### config.mk
export PLATFORM = sky130hd
export DESIGN_NAME = pls_reg_group_bank_flat
export DESIGN_NICKNAME = d
export VERILOG_FILES = /design/src/rtl/pls_reg_group_bank_if.sv /design/src/rtl/pls_reg_group_bank.sv /design/src/flat_wrapper.sv
export SDC_FILE = /design/constraint.sdc
export NUM_CORES = 2
export LEC_CHECK = 0
export ABC_AREA = 1
export ABC_CLOCK_PERIOD_IN_PS = 40900
export CAP_MARGIN = 20
export CORE_MARGIN = 4
export CORE_UTILIZATION = 59
export CTS_BUF_LIST = sky130_fd_sc_hd__clkbuf_8
export DETAILED_ROUTE_END_ITERATION = 10
export MAX_ROUTING_LAYER = met4
export PLACE_DENSITY_LB_ADDON = 0.2
export RECOVER_POWER = 25
export SKIP_LAST_GASP = 1
export SLEW_MARGIN = 20
export SYNTH_ARGS = -nofsm -noshare
export SYNTH_HDL_FRONTEND = slang
export SYNTH_SLANG_ARGS = --single-unit
### constraint.sdc
create_clock -name aclk -period 40.9 [get_ports aclk]
set_input_delay 4.09 -clock aclk [delete_from_list [all_inputs] [get_ports aclk]]
set_output_delay 4.09 -clock aclk [all_outputs]
set_load 0.1 [all_outputs]
### src/rtl/pls_reg_group_bank_if.sv
// Register-group bus between the pulse configurator (master) and a register bank (slave).
// A request is held until ack; rdata and err are valid only while ack is high.
interface pls_reg_group_bank_if #(
  parameter int ADDR_SIZE = 4,
  parameter int DATA_SIZE = 32
);
  logic                 req;
  logic                 we;
  logic [ADDR_SIZE-1:0] addr;
  logic [DATA_SIZE-1:0] wdata;
  logic [DATA_SIZE-1:0] rdata;
  logic                 ack;
  logic                 err;

  modport master (output req, we, addr, wdata, input rdata, ack, err);
  modport slave  (input req, we, addr, wdata, output rdata, ack, err);
endinterface

### src/rtl/pls_reg_group_bank.sv
// Ping-pong parameter banks for the signal generator: bank 0 is written through g1, bank 1 through g2.
// The active bank only swaps at a generator sync strobe, so the core never reads a half-written set.
module pls_reg_group_bank #(
  parameter int ADDR_SIZE = 4,
  parameter int DATA_SIZE = 32
) (
  input  logic                 aclk,
  input  logic                 areset,
  pls_reg_group_bank_if.slave  g1,
  pls_reg_group_bank_if.slave  g2,
  input  logic                 group_select,
  input  logic                 sync_strobe,
  input  logic [ADDR_SIZE-1:0] rd_addr,
  output logic [DATA_SIZE-1:0] rd_data,
  output logic                 active_group,
  output logic                 switch_pending,
  output logic                 switched
);

  localparam int DEPTH = 2 ** ADDR_SIZE;

  typedef enum logic [1:0] {
    ST_IDLE,
    ST_RESP,
    ST_RELEASE
  } port_state_t;

  port_state_t          r_state  [2];
  logic                 r_we     [2];
  logic [ADDR_SIZE-1:0] r_addr   [2];
  logic [DATA_SIZE-1:0] r_wdata  [2];
  logic [DATA_SIZE-1:0] r_rdata  [2];
  logic [DATA_SIZE-1:0] r_bank   [2][DEPTH];
  logic [DATA_SIZE-1:0] r_rd_data;
  logic                 r_active;
  logic                 r_switched;

  logic                 w_req    [2];
  logic                 w_we     [2];
  logic [ADDR_SIZE-1:0] w_addr   [2];
  logic [DATA_SIZE-1:0] w_wdata  [2];
  logic                 w_resp   [2];
  logic                 w_err    [2];
  logic                 w_pending;
  logic                 w_blocked;

  assign w_req[0]   = g1.req;
  assign w_we[0]    = g1.we;
  assign w_addr[0]  = g1.addr;
  assign w_wdata[0] = g1.wdata;
  assign w_req[1]   = g2.req;
  assign w_we[1]    = g2.we;
  assign w_addr[1]  = g2.addr;
  assign w_wdata[1] = g2.wdata;

  assign w_resp[0] = (r_state[0] == ST_RESP);
  assign w_resp[1] = (r_state[1] == ST_RESP);

  // A write is refused when its bank is the one the generator is currently reading.
  assign w_err[0] = w_resp[0] & r_we[0] & ~r_active;
  assign w_err[1] = w_resp[1] & r_we[1] & r_active;

  assign g1.ack   = w_resp[0];
  assign g1.err   = w_err[0];
  assign g1.rdata = r_rdata[0];
  assign g2.ack   = w_resp[1];
  assign g2.err   = w_err[1];
  assign g2.rdata = r_rdata[1];

  assign w_pending = (group_select != r_active);
  assign w_blocked = group_select ? w_resp[1] : w_resp[0];

  assign rd_data        = r_rd_data;
  assign active_group   = r_active;
  assign switch_pending = w_pending;
  assign switched       = r_switched;

  // Read data is captured on accept; the owning port is the only writer of its bank, so it
  // still matches the bank contents during the response cycle.
  always_ff @(posedge aclk or posedge areset) begin
    if (areset) begin
      for (int p = 0; p < 2; p++) begin
        r_state[p] <= ST_IDLE;
        r_we[p]    <= 1'b0;
        r_addr[p]  <= '0;
        r_wdata[p] <= '0;
        r_rdata[p] <= '0;
      end
    end else begin
      for (int p = 0; p < 2; p++) begin
        case (r_state[p])
          ST_IDLE: begin
            if (w_req[p]) begin
              r_we[p]    <= w_we[p];
              r_addr[p]  <= w_addr[p];
              r_wdata[p] <= w_wdata[p];
              r_rdata[p] <= r_bank[p][w_addr[p]];
              r_state[p] <= ST_RESP;
            end
          end
          ST_RESP:    r_state[p] <= ST_RELEASE;
          ST_RELEASE: if (!w_req[p]) r_state[p] <= ST_IDLE;
          default:    r_state[p] <= ST_IDLE;
        endcase
      end
    end
  end

  always_ff @(posedge aclk or posedge areset) begin
    if (areset) begin
      for (int p = 0; p < 2; p++) begin
        for (int a = 0; a < DEPTH; a++) begin
          r_bank[p][a] <= '0;
        end
      end
    end else begin
      for (int p = 0; p < 2; p++) begin
        if (w_resp[p] && r_we[p] && (r_active != p[0])) begin
          r_bank[p][r_addr[p]] <= r_wdata[p];
        end
      end
    end
  end

  // The swap is held off while the incoming bank's owner is mid-response, so its write lands first.
  always_ff @(posedge aclk or posedge areset) begin
    if (areset) begin
      r_rd_data  <= '0;
      r_active   <= 1'b0;
      r_switched <= 1'b0;
    end else begin
      r_rd_data <= r_bank[r_active][rd_addr];
      if (sync_strobe && w_pending && !w_blocked) begin
        r_active   <= group_select;
        r_switched <= 1'b1;
      end else begin
        r_switched <= 1'b0;
      end
    end
  end

endmodule

### src/flat_wrapper.sv
// flat-port wrapper written by rule: the top's interface ports become plain ports
module pls_reg_group_bank_flat 
#(
  parameter int ADDR_SIZE = 4,
  parameter int DATA_SIZE = 32
)
  (aclk, areset, group_select, sync_strobe, rd_addr, rd_data, active_group, switch_pending, switched, g1_req, g1_we, g1_addr, g1_wdata, g1_rdata, g1_ack, g1_err, g2_req, g2_we, g2_addr, g2_wdata, g2_rdata, g2_ack, g2_err);
  pls_reg_group_bank_if #(.ADDR_SIZE(ADDR_SIZE), .DATA_SIZE(DATA_SIZE)) g1_i ();
  pls_reg_group_bank_if #(.ADDR_SIZE(ADDR_SIZE), .DATA_SIZE(DATA_SIZE)) g2_i ();
  input  logic aclk;
  input  logic areset;
  input  logic group_select;
  input  logic sync_strobe;
  input  logic [ADDR_SIZE-1:0] rd_addr;
  output logic [DATA_SIZE-1:0] rd_data;
  output logic active_group;
  output logic switch_pending;
  output logic switched;
  input wire logic [$bits(g1_i.req)-1:0] g1_req;
  input wire logic [$bits(g1_i.we)-1:0] g1_we;
  input wire logic [$bits(g1_i.addr)-1:0] g1_addr;
  input wire logic [$bits(g1_i.wdata)-1:0] g1_wdata;
  output wire logic [$bits(g1_i.rdata)-1:0] g1_rdata;
  output wire logic [$bits(g1_i.ack)-1:0] g1_ack;
  output wire logic [$bits(g1_i.err)-1:0] g1_err;
  input wire logic [$bits(g2_i.req)-1:0] g2_req;
  input wire logic [$bits(g2_i.we)-1:0] g2_we;
  input wire logic [$bits(g2_i.addr)-1:0] g2_addr;
  input wire logic [$bits(g2_i.wdata)-1:0] g2_wdata;
  output wire logic [$bits(g2_i.rdata)-1:0] g2_rdata;
  output wire logic [$bits(g2_i.ack)-1:0] g2_ack;
  output wire logic [$bits(g2_i.err)-1:0] g2_err;
  assign g1_i.req = g1_req;
  assign g1_i.we = g1_we;
  assign g1_i.addr = g1_addr;
  assign g1_i.wdata = g1_wdata;
  assign g1_rdata = g1_i.rdata;
  assign g1_ack = g1_i.ack;
  assign g1_err = g1_i.err;
  assign g2_i.req = g2_req;
  assign g2_i.we = g2_we;
  assign g2_i.addr = g2_addr;
  assign g2_i.wdata = g2_wdata;
  assign g2_rdata = g2_i.rdata;
  assign g2_ack = g2_i.ack;
  assign g2_err = g2_i.err;
  pls_reg_group_bank #(.ADDR_SIZE(ADDR_SIZE), .DATA_SIZE(DATA_SIZE)) u_core (.aclk(aclk), .areset(areset), .g1(g1_i), .g2(g2_i), .group_select(group_select), .sync_strobe(sync_strobe), .rd_addr(rd_addr), .rd_data(rd_data), .active_group(active_group), .switch_pending(switch_pending), .switched(switched));
endmodule
### After elaboration in Yosys (flattened, before gate mapping)

Index checks and enable logic that the tools add are counted.

| storage, ports and cells | value |
|---|---|
| flip-flop bits (word level) | 1200 |
| input port bits | 84 |
| output and inout bits | 103 |

| cells by class | value |
|---|---|
| $lt $le $gt $ge | 8 |
| equal/unequal tests | 9 |
| muxes and demuxes | 26 |
| bitwise logic cells | 11 |
| reductions and logical operators | 15 |

Operators with widths:

| cell | count |
|---|---|
| 512-bit two-way mux | 3 |
| 512-bit bitwise mux | 2 |
| 32-bit binary-select mux with 4-bit select | 3 |
| 32-bit demux with 4-bit select | 2 |
| 32-bit two-way mux | 8 |
| 5-bit greater-or-equal comparator, second input constant | 5 |
| 4-bit inverter with 5-bit output | 5 |
| 2-bit case mux with 3 select lines | 2 |
| 5-bit by 1-bit < comparator with 1-bit output, second input constant | 2 |
| 1-bit logical AND | 8 |
| 2-bit two-way mux | 4 |
| 2-bit != test, second input constant | 4 |
| 2-bit AND reduction | 4 |
| 1-bit AND | 4 |
| 2-bit by 1-bit == test with 1-bit output, second input constant | 2 |
| 2-bit == test, second input constant | 2 |
| 2-bit logical NOT | 2 |
| 2-bit greater-or-equal comparator, second input constant | 1 |
| 1-bit two-way mux | 2 |
| 1-bit inverter with 2-bit output | 1 |
| 1-bit logical NOT | 1 |
| 1-bit != test | 1 |
| 1-bit inverter | 1 |

### Logic depth before layout (Yosys ltp)

| logic depth | value |
|---|---|
| depth in word-level cells | 7 |
| gate-level depth with buffers | 12 |

### Least setup slack after synthesis

OpenSTA, ideal clock, no wires.

| path | value |
|---|---|
| path type | input -> output |
| from | input port group_select |
| to | output port switch_pending |
| arrival time | 4.930 ns |
| required time | 36.810 ns |
| setup slack | 31.880 ns |
| cell stages on the path | 3 |
| cells stage by stage | inv_1 > nand2_1 > and2_1 |

| between the ends | value |
|---|---|
| longest elaborated chain between the ends | 1 |

RTL lines:

| what | line | source |
|---|---|---|
| start: declaration | flat_wrapper.sv:12 | `input logic group_select;` |
| 1-bit != test | pls_reg_group_bank.sv:70 | `assign w_pending = (group_select != r_active);` |
| end: declaration | flat_wrapper.sv:17 | `output logic switch_pending;` |

Every way passes these cells.

### Worst setup path after layout

| path | value |
|---|---|
| from | register u_core.r_active (netlist: u_core.active_group) |
| to | output port g2_err |

| between the ends | value |
|---|---|
| longest elaborated chain between the ends | 1 |

RTL lines:

| what | line | source |
|---|---|---|
| start: declaration | pls_reg_group_bank.sv:35 | `logic r_active;` |
| start signal: assignment | pls_reg_group_bank.sv:134 | `r_active <= group_select;` |
| 1-bit AND | pls_reg_group_bank.sv:61 | `assign w_err[1] = w_resp[1] & r_we[1] & r_active;` |
| end: declaration | flat_wrapper.sv:32 | `output wire logic [$bits(g2_i.err)-1:0] g2_err;` |

Every way passes these cells.

==> impl_metrics.toml <==
[power]
p_per_area_nw_per_um2 = 65.4
p_leak_nw = 31.3
peakVddDrop_uv = 72.5

[yosys]
synthCells = 8758
synth-async-reset-ratio = 1.00
ys_ff_latch = 1200
synth_flop_cell = "dfrtp_1"
yosysSeqAreaShare = 0.478
synthTopCellsByArea = "dfrtp_1, nand2_1, nand3_1"
synth_edf_count = 0
ys_types = 28
synth.top_cell.area_share = 0.478
syn_area_um2 = 62800
syn_avg_cell_area_um2 = 7.18
synth_top_area_cell = "dfrtp_1"
synth_warnings = 0
synth_fp_nets = 8842

[sta]
fmax_mhz = 80.4
finalClockSkew_ns = 0.0516
setup_viol = 0
relSlewSlack = -2.20
rsz0062_at_grt = "false"
timing.setup.tns_ns = 0
tightest_slew_ns = 4.80
hold_viol_final = 0
slew_violations = 1253
min_period_ns = 12.43
post-route-period-util = 0.304
fin_hold_ws_ns = 0.484

[die]
die_area_um2 = 112000
die_w_um = 334
num_rows = 119
core_um2 = 106000
io-pin-count = 187
start_util = 0.595
die_h_um = 334

[grt]
gr-usage-met1 = 0.569
use_met3 = 0.176
grt_first_pass_wirelength_mm = 374
grt_start_max_net_pins = 225
overflow = 0
gr-usage-met2 = 0.641
grt_usage = 0.461
top_usage_layer = "met2"
grt_pass1_vias = 59500
antenna_found_initial = 22

[route]
viasPerCell = 6.35
drt-initial-drc-count = 10700
route.vias.total = 64100
remaining_drc_errors = 0
drtPass1Iterations = 9
postRouteWirelength_mm = 254
ant_nets = 0
wire_per_inst_um = 25.1

[placed_design]
place_congestion = 0.908
dp.cells = 9719
port_buffers = 186
dp_hpwl_mm = 138

[cts]
cts_hold_buf = 0
cts_tree = "yes"
cts_made_buffers = 197
clock_latency_ns = 0.93
ctsHtreeMaxLevel = 4
postCtsSetupBuffers = 0
ctsResizeCount = 0
cts.clk_slew.worst_paths_ns = 0.06
clockBufferDepth = 3
cts.sinks = 1200
clockRootBuffer = "clkbuf_8"

[setup_path]
crit_fanout = 74
worst-r2r-setup-slack_ns = 30.59
r2r_cells = 5
path_class = "flop to output pin"
r2r-start = "u_core.active_group"
crit_path_end_kind = "output pin"
worst_r2r_endpoint = "u_core.r_bank[294]"
critPathArrivalTime_ns = 8.34
start_kind = "flop"
required_ns = 36.81

[run]
cap_violations = 28

[worst_hold_path]
min_path_type = "flop to flop"
whs_path_depth = 2
whs_endpoint = "u_core.g1.rdata[21]"
worstHoldStart = "u_core.g1.rdata[21]"

[final_layout]
drive_gt1_frac = 0.0494
syn2layout_area_growth_pct = 7.81
nets = 8612
fin_cells = 10100

[outcome]
violations = "max-capacitance violations, max-slew violations"
status = "complete, but fails checks"
cell usage in the layout (no fill, tap or decap), drive strengths merged, types with 23 or more instances in the layout:
cell type	n
buf	93
clkbuf	284
clkdlybuf4s50	173
dfrtp	1200
diode	23
inv	158
nand2	4046
nand3	1452
nor2	57
o211ai	40
o21ai	1137
routing by layer:
layer  up-vias  routed length [um]  part of all wire
met2      5250              103000              0.41
met1     29600               89300              0.35
met5         -                   0                 0
met3      1249               42300              0.17
met4         0               19300             0.076
li1      28000                   -                 -
kinds of logic after synthesis:
kind of cell | share of synthesized area
buffers and inverters | 0.0578
AO/OA/AOI/OAI | 0.0994
flip-flops | 0.478
AND/OR/NAND/NOR | 0.365
layout make-up:
| type | instances | area (um^2) |
|---|---|---|
| fill | 9421 | 37800 |
| sequential | 1200 | 30000 |
| multi-input combinational | 6747 | 28800 |
| clock buffer | 265 | 3650 |
| timing repair buffer | 285 | 2560 |
| tap | 1391 | 1740 |
| clock inverter | 89 | 475 |
| inverter | 97 | 407 |
| antenna | 23 | 57.6 |
critical path, stage by stage, from the launching register on:
cell,delay (ns)
dfrtp_1,1.91
clkinvlp_2,3.48
nor2_1,0.78
clkdlybuf4s50_1,1.23
state kept, by name, indices dropped and copies added, names as in the netlist:
| name | flops |
|---|---|
| u_core.active_group | 1 |
| u_core.g1.rdata | 32 |
| u_core.g2.rdata | 32 |
| u_core.r_addr | 8 |
| u_core.r_bank | 1024 |
| u_core.r_state | 4 |
| u_core.r_wdata | 64 |
| u_core.r_we | 2 |
| u_core.rd_data | 32 |
| u_core.switched | 1 |
synthesized netlist by cell type, types with 2 or more instances:
master       n
nand2_2      4
nor2_1      53
buf_6       47
nor3_4       3
a21oi_1      2
buf_4       12
inv_1       85
nand4_2      7
nand3_1   1448
o211ai_1    40
buf_2      152
dfrtp_1   1200
nand2_1   4034
nor2_2       3
o21ai_1    233
buf_1       65
nand2_4      8
clkbuf_1   438
o21ai_0    838
nand3_2      3
inv_2        7
o21ai_2     66
clkinv_1     5
worst max path at each step:
stage,from,end
global route,u_core.active_group,g2_err
CTS,group_select,switch_pending
detailed placement,group_select,switch_pending
finish,u_core.active_group,g2_err
global placement,group_select,switch_pending
floorplan,areset,u_core.active_group
stage by stage:
stage / total power (W) / area (um^2) / setup WS (ns) / util
detailed placement: 0.00332 / 64100 / 30.79 / 0.607
floorplan: 0.00285 / 62800 / 3.00 / -
global placement: 0.00327 / 64100 / 30.75 / 0.607
finish: 0.00443 / 67800 / 28.47 / 0.642
global route: 0.00465 / 67700 / 27.95 / 0.642
CTS: 0.00440 / 68200 / 30.79 / 0.646
power breakdown:
part / internal [W] / switching [W]
clock network: 0.000593 / 0.000512
logic: 0.000368 / 0.00112
registers: 0.00153 / 0.000313
No activity file was read; power rests on OpenSTA's default activity.
